`src/rtl/alu_muldiv_unit.sv`:
```
// Execute-stage ALU: ALU-control decode, single-cycle logic/arith ops and an iterative
// shift-add multiplier / restoring divider that write HI/LO, behind valid/ready handshakes.
//
// state | meaning
// IDLE  | accepting ops or holding a finished result for the consumer
// MUL   | one shift-add step per cycle on operand magnitudes
// DIV   | one restoring-subtract step per cycle on operand magnitudes
module alu_muldiv_unit #(
    parameter int WIDTH = 32,
    parameter int CNT_W = 6
) (
    input  logic             clk,
    input  logic             rst_n,
    input  logic             in_valid,
    output logic             in_ready,
    input  logic [1:0]       alu_op,
    input  logic [5:0]       funct,
    input  logic [WIDTH-1:0] src_a,
    input  logic [WIDTH-1:0] src_b,
    output logic             out_valid,
    input  logic             out_ready,
    output logic [WIDTH-1:0] result,
    output logic             zero,
    output logic             unsupported,
    output logic             div_by_zero,
    output logic             busy
);

    typedef enum logic [1:0] {IDLE, MUL, DIV} state_e;
    typedef enum logic [3:0] {
        OP_ADD, OP_SUB, OP_AND, OP_OR, OP_XOR, OP_NOR, OP_SLT, OP_SLTU,
        OP_MULT, OP_MULTU, OP_DIV, OP_DIVU, OP_MFHI, OP_MFLO, OP_BAD
    } op_e;

    state_e              state_q, state_d;
    logic [CNT_W-1:0]    cnt_q, cnt_d;
    logic [WIDTH-1:0]    hi_q, hi_d, lo_q, lo_d;
    logic [WIDTH-1:0]    work_hi_q, work_hi_d, work_lo_q, work_lo_d, opb_q, opb_d;
    logic                neg_q, neg_d, neg_rem_q, neg_rem_d;
    logic [WIDTH-1:0]    result_q, result_d;
    logic                zero_q, zero_d, unsup_q, unsup_d, dbz_q, dbz_d;
    logic                out_valid_q, out_valid_d;

    op_e                 op;
    logic [WIDTH-1:0]    alu_res;
    logic                accept, signed_op, neg_a, neg_b;
    logic [WIDTH-1:0]    mag_a, mag_b;

    logic [WIDTH:0]      mul_sum, div_sh, div_diff;
    logic [WIDTH-1:0]    mul_hi, mul_lo, div_hi, div_lo;
    logic                div_ok;
    logic [2*WIDTH-1:0]  prod, prod_fix;
    logic [WIDTH-1:0]    quot_fix, rem_fix;

    always_comb begin
        op = OP_BAD;
        case (alu_op)
            2'b00: op = OP_ADD;
            2'b01: op = OP_SUB;
            2'b11: op = OP_AND;
            default: begin
                case (funct)
                    6'b100000: op = OP_ADD;
                    6'b100010: op = OP_SUB;
                    6'b100100: op = OP_AND;
                    6'b100101: op = OP_OR;
                    6'b100110: op = OP_XOR;
                    6'b100111: op = OP_NOR;
                    6'b101010: op = OP_SLT;
                    6'b101011: op = OP_SLTU;
                    6'b011000: op = OP_MULT;
                    6'b011001: op = OP_MULTU;
                    6'b011010: op = OP_DIV;
                    6'b011011: op = OP_DIVU;
                    6'b010000: op = OP_MFHI;
                    6'b010010: op = OP_MFLO;
                    default:   op = OP_BAD;
                endcase
            end
        endcase
    end

    always_comb begin
        alu_res = '0;
        case (op)
            OP_ADD:  alu_res = src_a + src_b;
            OP_SUB:  alu_res = src_a - src_b;
            OP_AND:  alu_res = src_a & src_b;
            OP_OR:   alu_res = src_a | src_b;
            OP_XOR:  alu_res = src_a ^ src_b;
            OP_NOR:  alu_res = ~(src_a | src_b);
            OP_SLT:  alu_res = {{(WIDTH-1){1'b0}}, ($signed(src_a) < $signed(src_b))};
            OP_SLTU: alu_res = {{(WIDTH-1){1'b0}}, (src_a < src_b)};
            OP_MFHI: alu_res = hi_q;
            OP_MFLO: alu_res = lo_q;
            default: alu_res = '0;
        endcase
    end

    assign accept    = in_valid && in_ready;
    assign signed_op = (op == OP_MULT) || (op == OP_DIV);
    assign neg_a     = signed_op && src_a[WIDTH-1];
    assign neg_b     = signed_op && src_b[WIDTH-1];
    assign mag_a     = neg_a ? -src_a : src_a;
    assign mag_b     = neg_b ? -src_b : src_b;

    // Multiply: {work_hi, work_lo} holds partial product above the unconsumed multiplier bits.
    assign mul_sum = {1'b0, work_hi_q} + (work_lo_q[0] ? {1'b0, opb_q} : {(WIDTH+1){1'b0}});
    assign mul_hi  = mul_sum[WIDTH:1];
    assign mul_lo  = {mul_sum[0], work_lo_q[WIDTH-1:1]};

    // Divide: work_hi is the partial remainder, work_lo shifts dividend out and quotient in.
    assign div_sh   = {work_hi_q, work_lo_q[WIDTH-1]};
    assign div_diff = div_sh - {1'b0, opb_q};
    assign div_ok   = !div_diff[WIDTH];
    assign div_hi   = div_ok ? div_diff[WIDTH-1:0] : div_sh[WIDTH-1:0];
    assign div_lo   = {work_lo_q[WIDTH-2:0], div_ok};

    assign prod     = {mul_hi, mul_lo};
    assign prod_fix = neg_q ? -prod : prod;
    assign quot_fix = neg_q ? -div_lo : div_lo;
    assign rem_fix  = neg_rem_q ? -div_hi : div_hi;

    always_comb begin
        state_d     = state_q;
        cnt_d       = cnt_q;
        hi_d        = hi_q;
        lo_d        = lo_q;
        work_hi_d   = work_hi_q;
        work_lo_d   = work_lo_q;
        opb_d       = opb_q;
        neg_d       = neg_q;
        neg_rem_d   = neg_rem_q;
        result_d    = result_q;
        zero_d      = zero_q;
        unsup_d     = unsup_q;
        dbz_d       = dbz_q;
        out_valid_d = out_valid_q;

        if (out_valid_q && out_ready) out_valid_d = 1'b0;

        case (state_q)
            IDLE: begin
                if (accept) begin
                    zero_d  = 1'b0;
                    unsup_d = 1'b0;
                    dbz_d   = 1'b0;
                    cnt_d   = '0;
                    case (op)
                        OP_MULT, OP_MULTU: begin
                            state_d     = MUL;
                            work_hi_d   = '0;
                            work_lo_d   = mag_b;
                            opb_d       = mag_a;
                            neg_d       = neg_a ^ neg_b;
                            out_valid_d = 1'b0;
                        end
                        OP_DIV, OP_DIVU: begin
                            if (src_b == '0) begin
                                hi_d        = src_a;
                                lo_d        = '1;
                                result_d    = '1;
                                dbz_d       = 1'b1;
                                out_valid_d = 1'b1;
                            end else begin
                                state_d     = DIV;
                                work_hi_d   = '0;
                                work_lo_d   = mag_a;
                                opb_d       = mag_b;
                                neg_d       = neg_a ^ neg_b;
                                neg_rem_d   = neg_a;
                                out_valid_d = 1'b0;
                            end
                        end
                        default: begin
                            result_d    = alu_res;
                            zero_d      = (alu_res == '0);
                            unsup_d     = (op == OP_BAD);
                            out_valid_d = 1'b1;
                        end
                    endcase
                end
            end
            MUL: begin
                work_hi_d = mul_hi;
                work_lo_d = mul_lo;
                cnt_d     = cnt_q + CNT_W'(1);
                if (cnt_q == CNT_W'(WIDTH-1)) begin
                    hi_d        = prod_fix[2*WIDTH-1:WIDTH];
                    lo_d        = prod_fix[WIDTH-1:0];
                    result_d    = prod_fix[WIDTH-1:0];
                    zero_d      = (prod_fix[WIDTH-1:0] == '0);
                    out_valid_d = 1'b1;
                    state_d     = IDLE;
                end
            end
            DIV: begin
                work_hi_d = div_hi;
                work_lo_d = div_lo;
                cnt_d     = cnt_q + CNT_W'(1);
                if (cnt_q == CNT_W'(WIDTH-1)) begin
                    hi_d        = rem_fix;
                    lo_d        = quot_fix;
                    result_d    = quot_fix;
                    zero_d      = (quot_fix == '0);
                    out_valid_d = 1'b1;
                    state_d     = IDLE;
                end
            end
            default: state_d = IDLE;
        endcase
    end

    always_ff @(posedge clk or negedge rst_n) begin
        if (!rst_n) begin
            state_q     <= IDLE;
            cnt_q       <= '0;
            hi_q        <= '0;
            lo_q        <= '0;
            work_hi_q   <= '0;
            work_lo_q   <= '0;
            opb_q       <= '0;
            neg_q       <= 1'b0;
            neg_rem_q   <= 1'b0;
            result_q    <= '0;
            zero_q      <= 1'b0;
            unsup_q     <= 1'b0;
            dbz_q       <= 1'b0;
            out_valid_q <= 1'b0;
        end else begin
            state_q     <= state_d;
            cnt_q       <= cnt_d;
            hi_q        <= hi_d;
            lo_q        <= lo_d;
            work_hi_q   <= work_hi_d;
            work_lo_q   <= work_lo_d;
            opb_q       <= opb_d;
            neg_q       <= neg_d;
            neg_rem_q   <= neg_rem_d;
            result_q    <= result_d;
            zero_q      <= zero_d;
            unsup_q     <= unsup_d;
            dbz_q       <= dbz_d;
            out_valid_q <= out_valid_d;
        end
    end

    assign in_ready    = (state_q == IDLE) && (!out_valid_q || out_ready);
    assign busy        = (state_q == MUL) || (state_q == DIV);
    assign out_valid   = out_valid_q;
    assign result      = result_q;
    assign zero        = zero_q;
    assign unsupported = unsup_q;
    assign div_by_zero = dbz_q;

endmodule

```
`config.mk`:
```
export PLATFORM = sky130hd
export DESIGN_NAME = alu_muldiv_unit
export DESIGN_NICKNAME = d
export VERILOG_FILES = /design/src/rtl/alu_muldiv_unit.sv
export SDC_FILE = /design/constraint.sdc
export NUM_CORES = 1
export LEC_CHECK = 0
export ABC_AREA = 1
export ABC_CLOCK_PERIOD_IN_PS = 12350
export CAP_MARGIN = 0
export CELL_PAD_IN_SITES_DETAIL_PLACEMENT = 1
export CELL_PAD_IN_SITES_GLOBAL_PLACEMENT = 1
export CORE_ASPECT_RATIO = 0.5
export CORE_MARGIN = 1
export CORE_UTILIZATION = 47
export CTS_CLUSTER_SIZE = 24
export DETAILED_ROUTE_END_ITERATION = 6
export PLACE_DENSITY = 0.95
export SLEW_MARGIN = 20
export SYNTH_ARGS = -nofsm -noshare
export SYNTH_HDL_FRONTEND = slang
export SYNTH_SLANG_ARGS = --single-unit
```
`constraint.sdc`:
```
create_clock -name clk -period 12.35 [get_ports clk]
set_clock_uncertainty 0.05 [all_clocks]
set_input_delay 1.8525 -clock clk [delete_from_list [all_inputs] [get_ports clk]]
set_output_delay 1.8525 -clock clk [all_outputs]
set_load 0.03 [all_outputs]
```
After elaboration in Yosys (flattened, before gate mapping)

Memory sizes are Yosys's and may differ from the RTL's.
Index checks and enable logic that the tools add are counted.

Memories: 1
Flip-flop bits (word level): 206
Bits in read-only memories: 256
Output and inout bits: 38

Magnitude comparators: 2
Muxes and demuxes: 56
Equality and inequality tests: 30
Bitwise gates (word level): 6
Reductions and logical operators: 33
$add $sub $neg: 10

Memories:

| name             | depth | width | read ports | clocked after memory_dff | write ports | line | text |
|---|---|---|---|---|---|---|---|
| (name not given) | 64    | 4     | 1          | 0                        | 0           | 62   | `case (funct)` |

Operators with widths:

| kind                 | count |
|---|---|
| $mux W32             | 22 |
| $pmux W32 S3         | 5 |
| $pmux W32 S10        | 1 |
| $pmux W32 S2         | 4 |
| $logic_not A32 Y1    | 4 |
| $neg A32 Y32         | 4 |
| $lt A32 B32 Y1       | 2 |
| $mux W64             | 1 |
| $neg A64 Y64         | 1 |
| $add A32 B32 Y33     | 1 |
| $sub A33 B32 Y33     | 1 |
| $add A32 B32 Y32     | 1 |
| $and A32 B32 Y32     | 1 |
| $not A32 Y32         | 1 |
| $or A32 B32 Y32      | 1 |
| $sub A32 B32 Y32     | 1 |
| $xor A32 B32 Y32     | 1 |
| $eq A4 B4 Y1 const B | 7 |
| $reduce_and A4 Y1    | 5 |
| $eq A4 B3 Y1 const B | 4 |
| $ne A2 B2 Y1 const B | 6 |
| $pmux W4 S3          | 1 |
| $pmux W6 S2          | 1 |
| $reduce_and A6 Y1    | 2 |
| other kinds (27)     | 59 |

Logic depth before layout (Yosys ltp)

Gate-level depths: netlist of run 1.

Depth in word-level cells: 10
Depth in mapped cells: 35

Least setup slack after synthesis of run 1

OpenSTA, ideal clock, no wires.

Path kind: input port to output port
Start: in out_ready
End: out in_ready
Path slack: 8.109 ns
Stages: 2
Path buffers: 0
Arrival: 2.338 ns
Path through: nor2_1 -> nor2_1

Cells in the longest elaborated chain, start to end: 2

Ends and longest elaborated chain:

| item                | line | text |
|---|---|---|
| start, declared     | 21   | `input logic out_ready,` |
| $logic_or A1 B1 Y1  | 248  | `assign in_ready = (state_q == IDLE) && (!out_valid_q \|\| out_ready);` |
| $logic_and A1 B1 Y1 | 248  |  |
| end, declared       | 15   | `output logic in_ready,` |

No other way between the ends.

Worst setup path in the final report of run 1

Start: in src_b[0]
End: reg result_q[14], in the netlist result[14]

Cells in the longest elaborated chain, start to end: 5

Ends and longest elaborated chain:

| item                                                        | line   | text |
|---|---|---|
| start, declared                                             | 19     | `input logic [WIDTH-1:0] src_b,` |
| $sub A32 B32 Y32 / $add A32 B32 Y32 (equally long branches) | 87, 86 |  |
| $pmux W32 S10                                               | 85     | `case (op)` |
| $pmux W32 S2                                                | 149    | `case (op)` |
| $mux W32                                                    | 144    | `if (accept) begin` |
| $pmux W32 S3                                                | 142    | `case (state_q)` |
| end signal, assigned                                        | 240    | `result_q <= result_d;` |
| end, declared                                               | 40     | `logic [WIDTH-1:0] result_q, result_d;` |

Several ways; a longest one is shown, not always the timed one. The select of a mux whose other input is x is not followed.
A chain may end at the register's enable or synchronous reset.

==> out/metrics.cfg, run 1 <==
[run_status]
status = complete, but fails checks
violations = DRC

[final_layout]
instances_no_fill = 5874
post-route-util_pct = 51.91
nNetsFinal = 5290
area_growth_pct = 8.543
drive_above_1_share_pct = 3.540

[sta]
period_share_pct = 53.53
rsz0062_at_grt = false
slew_violations = 0
fin_crit_ps = 6611
fin_tns_setup_ps = 0
slew_headroom_pct = 15.49
hold_viol_final = 0
whs_ps = 430.2
worst_pin_slew_ps = 1254
setup_violations = 0
fmax_mhz = 151.3

[critical_path]
worstPathArrival_ps = 7010
rrSetupSlack_ps = 6730
slowest_stage = clkinv_1
worstSetupEndpointType = flop
required_ps = 12750
r2r_start = work_lo_q[31]$_DFFE_PN0P_
start_kind = input pin
crit_chain = clkdlybuf4s50_1 > inv_1 > ha_1 > nand2_1 > nor2_1 > nand3_1 > nor2_1 > nand2_1 > nor2_1 > nor2_1 > inv_1 > nor2_1 > nor3_2 > buf_4 > clkinv_1 > o31ai_1
worst_path_most_repeated_cell = nor2_1
startpoint = src_b[0]
reg2reg_depth = 33
max_stage_delay_ps = 990
r2r-end = zero$_DFFE_PN0P_
path_class = input pin to flop
crit_path_max_fanout = 33

[logic_synthesis]
synth.area.top_cells = nand2_1, dfrtp_1, inv_1, nor2_1, ha_1
synth.largest_area_cell = nand2_1
syn_nets = 5305
syn_area_mm2 = 0.02850
synth-seq-area-share_pct = 18.09
synthFlopType = dfrtp_1
synthCells = 5053
avgSynthCellArea_um2 = 5.640
synth_edf_count = 0
ys_warn_count = 0
synthDistinctLibCells = 60
synth-async-reset-ratio_pct = 100.0
synth_top_area_share_pct = 21.07
yosys.cell_count.top_type = nand2_1
yosys_register_bits = 206
synth_common_cells = nand2_1, inv_1, nor2_1, nand3_1, o21ai_0

[floorplan]
start_util_pct = 47.83
die_h_um = 176.1
die_x_um = 350.3
die_area_mm2 = 0.06169
core_mm2 = 0.05959
boundaryPins = 114
row_count = 63

[place]
hpwl_um = 122700
io_buffer_count = 113
place_inst = 5824
gp_congestion = 1.063

[global_routing]
grt_pass1_vias = 37084
antenna_found_initial = 16
met2_usage_pct = 73.21
grt_pass1_wl_um = 228200
top_usage_layer = met2
use_met3_pct = 15.19
use_met1_pct = 64.47
grt.overflow.total = 0
grt_max_degree = 78
grtUsageTotal_pct = 48.82

[clock_tree]
cts.sinks = 206
clkLatencyLatePin_ps = 580
cts_tree = built
post_cts_buffers = 0
h-tree-depth = 1
clk_pin_slew_ps = 70
root_buffer = clkbuf_16
cts_made_buffers = 24
post_cts_resized = 0
ctsLongestPathBuffers = 3
cts-hold-fix-buffers = 0

[worst_hold_path]
hold_path_class = flop to flop
whs_path_depth = 2
holdPathEnd = result[28]$_DFFE_PN0P_
hold_start = result[28]$_DFFE_PN0P_

[route]
vias = 37304
drc = 2
drtIter0Drc = 5214
vias_per_cell = 6.351
drt-pass1-iter-count = 7
drtAntennaViolNets = 0
wl_per_cell_um = 26.24
drt_wl_total_um = 154100

[pwr]
powerDensity_mw_per_mm2 = 292.2
ir_drop_mv = 0.1622
p_leak_nw = 16.39

[run]
cap_violations = 0

==> per-layer routing <==
| layer | vias up | routed length [um] |
|---|---|---|
| li1 | 16135 | - |
| met1 | 18054 | 62030 |
| met2 | 2543 | 64060 |
| met3 | 566 | 20330 |
| met4 | 6 | 7688 |
| met5 | - | 42 |
==> cells in the final DEF (no fill, tap or decap), types with 6 or more instances in the layout <==
cell type        instances
o21ai_0                294
xnor2_1                 23
dfrtp_1                205
o21a_1                  10
nor2_2                  15
inv_1                  679
nand3b_1                19
a21oi_1                213
nand2_1               1600
nor2_1                 609
ha_1                   169
clkbuf_16               24
nand2_2                 41
o211ai_1                62
a31oi_1                 11
buf_4                   29
nor4_1                  11
nand3_1                410
a221o_1                  8
inv_2                   16
o21ai_1                 11
o22ai_1                 40
nand2_4                  7
o221ai_1                23
nand3_2                  7
diode_2                  6
nand4_1                 86
nor3_1                  71
a22oi_1                 11
clkdlybuf4s50_1        112
xor2_1                 132
clkinv_2                 9
o21bai_1                17
and2_1                   9
==> power by group <==
| group | leakage (nW) | switching (W) | internal, W |
|---|---|---|---|
| Clock | 0.400 | 0.000353 | 0.000417 |
| Sequential | 2.60 | 0.000316 | 0.000993 |
| Combinational | 13.4 | 0.00511 | 0.00185 |
| Total | 16.4 | 0.00578 | 0.00326 |
==> worst max path at each step <==
stage	slack, ps	cells after the start	to
after floorplan	8110	2	in_ready
after global placement	6030	24	zero$_DFFE_PN0P_
after detailed placement	5920	16	hi_q[0]$_DFFE_PN0P_
after CTS	6480	16	lo_q[16]$_DFFE_PN0P_
after global routing	5600	16	result[14]$_DFFE_PN0P_
final	5740	16	result[14]$_DFFE_PN0P_
==> flip-flops by register name, summed over array words and instances, names as in the netlist, 2 cells and up <==
signal	cells
cnt_q	6
lo_q	32
work_hi_q	32
state_q	2
work_lo_q	32
hi_q	32
opb_q	32
result	32
==> layout make-up <==
cell class,instances,area [um^2]
antenna,6,15.01
clock buffer,27,631.9
clock inverter,17,176.4
fill,8621,28660
inverter,700,2628
multi-input combinational,3964,19960
sequential,206,5156
tap,812,1016
timing repair buffer,142,1354
==> stage by stage <==
| step | setup WS (ps) | power, W | instance area, um^2 |
|---|---|---|---|
| 6_report | 5739 | 0.009040 | 30940 |
| 5_1_grt | 5596 | 0.009492 | 30920 |
| 3_3_place_gp | 6030 | 0.007549 | 30110 |
| 3_5_place_dp | 5919 | 0.007822 | 30110 |
| 2_1_floorplan | 8109 | 0.005550 | 28500 |
| 4_1_cts | 6477 | 0.008660 | 30920 |
==> worst max-delay path, delay by kind of cell <==
| family | cells | cell delay, ps |
|---|---|---|
| buffers and inverters | 5 | 2550 |
| adder cells (fa/ha/maj) | 1 | 240 |
| AND/OR/NAND/NOR | 9 | 1710 |
| AO/OA/AOI/OAI | 1 | 620 |
==> logic make-up after synthesis <==
family | after synthesis | share of synthesized area [%]
buf+inv | 883 | 12.04
fa+ha+maj | 176 | 7.832
flops | 206 | 18.09
simple gates | 2905 | 42.60
xor+xnor | 155 | 4.763
mux | 1 | 0.03512
compound gates | 727 | 14.65
Note: power is estimated with default switching activity, not from simulation.
==> run 2: changes to the inputs <==
--- a/config.mk
+++ b/config.mk
@@ -6,16 +6,16 @@
 export NUM_CORES = 1
 export LEC_CHECK = 0
 export ABC_AREA = 1
-export ABC_CLOCK_PERIOD_IN_PS = 12350
+export ABC_CLOCK_PERIOD_IN_PS = 6000
 export CAP_MARGIN = 0
 export CELL_PAD_IN_SITES_DETAIL_PLACEMENT = 1
 export CELL_PAD_IN_SITES_GLOBAL_PLACEMENT = 1
 export CORE_ASPECT_RATIO = 0.5
 export CORE_MARGIN = 1
-export CORE_UTILIZATION = 47
+export CORE_UTILIZATION = 40
 export CTS_CLUSTER_SIZE = 24
 export DETAILED_ROUTE_END_ITERATION = 6
-export PLACE_DENSITY = 0.95
+export PLACE_DENSITY = 0.88
 export SLEW_MARGIN = 20
 export SYNTH_ARGS = -nofsm -noshare
 export SYNTH_HDL_FRONTEND = slang
==> constraint.sdc (replaced) <==
create_clock -name clk -period 6 [get_ports clk]
set_clock_uncertainty 0.05 [all_clocks]
set_input_delay 0.9 -clock clk [delete_from_list [all_inputs] [get_ports clk]]
set_output_delay 0.9 -clock clk [all_outputs]
set_load 0.03 [all_outputs]
==> run 2 against run 1 <==
Effect of this change:
- the run now ends clean
- highest routed layer unchanged
- global-route usage decreased by 3.0 points
- cell count is 3.3% higher
- largest cell class unchanged
- count of clock-buffer cells in the layout up 9
- register-to-register slack lost 6000 ps
- critical path type is now flop to flop
- core utilization decreased by 6.5 points
==> out/metrics.cfg, run 2 (synthesized netlist as in run 1, its figures left out) <==
[run_status]
status = complete, no violations

[final_layout]
fillers = 9904  ; +15%
mostFrequentLayoutCells = nand2_1, inv_1, nor2_1
register_area_mm2 = 0.005159  ; about the same
layout_commonest_cell = nand2_1
drive_above_1_share_pct = 4.766  ; +1.2 points
post-route-util_pct = 45.36  ; -6.5 points
instances_no_fill = 6067  ; +3.3%
nNetsFinal = 5357  ; +1.3%
area_growth_pct = 10.91
multi_input_area_mm2 = 0.01997  ; about the same

[route]
drt_wl_total_um = 170400  ; +11%
vias_per_cell = 6.083  ; -4.2%
wl_met2_um = 71330  ; +11%
drc = 0  ; -2
vias = 36906  ; -1.1%
drtAntennaViolNets = 0  ; unchanged
highest_layer = met5
drt-pass1-iter-count = 6  ; -1
wl_met1_um = 70580  ; +14%
route.met3.wl_um = 19520  ; -4.0%
wl_per_cell_um = 28.08  ; +7.0%
drtIter0Drc = 4405  ; -16%

[critical_path]
worstPathArrival_ps = 5720  ; -1290 ps
slowest_stage = o221ai_1
crit_path_max_fanout = 26  ; -21%
worst_path_most_repeated_cell = nand2_1
critPathTopFamily = simple AND/OR/NAND/NOR gates
crit_buf_inv = 5  ; unchanged
max_stage_delay_ps = 630  ; -360 ps
path_class = flop to flop
crit_chain = inv_1 > ha_1 > inv_1 > fa_1 > nand2_1 > nand2_1 > nand3_1 > nand2_2 > nand2_2 > nand2_2 > nand2_4 > nand3_2 > nand2_4 > ha_1 > inv_1 > nand2_1 > nand2_1 > inv_1 > nand2_1 > xor2_1 > inv_1 > o221ai_1 > o211ai_1 > nand2_1
required_ps = 6470  ; -6280 ps
worstSetupEndpointType = flop
start_kind = flop

[floorplan]
die_area_mm2 = 0.07239  ; +17%
row_count = 68  ; +7.9%
boundaryPins = 114  ; unchanged
die_x_um = 379.5  ; +8.3%
die_h_um = 190.8  ; +8.3%
start_util_pct = 40.90  ; -6.9 points
core_mm2 = 0.06968  ; +17%

[sta]
slew_violations = 0  ; unchanged
fmax_mhz = 190.6
slew_headroom_pct = 27.99  ; +12 points
period_share_pct = 87.45
fin_tns_setup_ps = 0  ; unchanged
setup_violations = 0  ; unchanged
fin_crit_ps = 5247
rsz0062_at_grt = false
finalWorstSetupSlack_ps = 753.2  ; -4986 ps
worst_pin_slew_ps = 1080  ; -174.2 ps
hold_viol_final = 0  ; unchanged

[place]
dp_slack_ps = 402.8  ; -5516 ps
io_buffer_count = 113  ; unchanged
gp_congestion = 1.054  ; -0.92%
hpwl_um = 139400  ; +14%
place_inst = 6023  ; +3.4%

[clock_tree]
cts_made_buffers = 25  ; +4.2%
cts_tree = built
cts.sinks = 206  ; unchanged
cts-hold-fix-buffers = 0  ; unchanged
clkLatencyLatePin_ps = 610  ; +30 ps
root_buffer = clkbuf_16
ctsLongestPathBuffers = 3  ; unchanged
h-tree-depth = 1  ; unchanged
post_cts_resized = 0  ; unchanged
post_cts_buffers = 0  ; unchanged
clk_pin_slew_ps = 70  ; about the same

[global_routing]
grt_pass1_wl_um = 245300  ; +7.5%
antenna_found_initial = 15  ; -1
grt.overflow.total = 0  ; unchanged
grtUsageTotal_pct = 45.84  ; -3.0 points
grt_pass1_vias = 36414  ; -1.8%
grt_max_degree = 98  ; +26%

[pwr]
p_leak_nw = 16.71  ; +1.9%
powerDensity_mw_per_mm2 = 602.2  ; +110%
ir_drop_mv = 0.3731  ; +130%

[worst_hold_path]
hold_path_class = input pin to asynchronous set/reset pin

[run]
cap_violations = 0  ; unchanged

run 2: power breakdown:
part           internal [W]  switching, W  leakage, nW  total, W
clock network      0.000857      0.000774        0.393   0.00163
logic               0.00390        0.0107         13.7    0.0146
registers           0.00204      0.000797         2.59   0.00284
run 2: worst reg2reg max path, delay by kind of cell, from the launching register on:
| family | cells | cell delay (ps) |
|---|---|---|
| XOR/XNOR | 1 | 130 |
| flip-flops | 1 | 410 |
| AO/OA/AOI/OAI | 2 | 1070 |
| adder cells (fa/ha/maj) | 3 | 930 |
| buffers and inverters | 5 | 650 |
| AND/OR/NAND/NOR | 13 | 1930 |
run 2: final timing paths:
kind                                                 from                      to  slack [ps]  depth (start not counted)
worst max-delay path            work_lo_q[31]$_DFFE_PN0P_  result[28]$_DFFE_PN0P_         750                         24
worst min register to register      result[1]$_DFFE_PN0P_   result[1]$_DFFE_PN0P_         430                          2
worst max register to register  work_lo_q[31]$_DFFE_PN0P_  result[28]$_DFFE_PN0P_         750                         24
worst min-delay path                                rst_n    opb_q[5]$_DFFE_PN0P_         280                          1
max in group asynchronous                           rst_n   result[9]$_DFFE_PN0P_        4140                          2
min in group clk                    result[1]$_DFFE_PN0P_   result[1]$_DFFE_PN0P_         430                          2
run 2: area by class of cell:
cell class                      instances  share of cell area (%)
Sequential cell                       206                   16.32
Clock inverter                          6                  0.1069
Inverter                              700                   8.312
Clock buffer                           36                   2.363
Antenna cell                            2                 0.01583
Multi-Input combinational cell       3964                   63.17
Timing Repair Buffer                  208                   5.969
Tap cell                              945                   3.740
run 2: routing by layer:
layer  vias up  global-route usage, %
li1      16281                      -
met1     18128                  60.17
met2      2088                  70.60
met3       397                  12.14
met4        12                  19.96
met5         -                      0
run 2: stage by stage:
stage,hold slack (ps),power [W],instance area [um^2]
floorplan,399.2,0.01142,28500
detailed placement,417.7,0.01668,30820
global route,361.7,0.02000,31610
finish,275.4,0.01904,31610
global placement,412.3,0.01622,30820
CTS,339.3,0.01836,31600
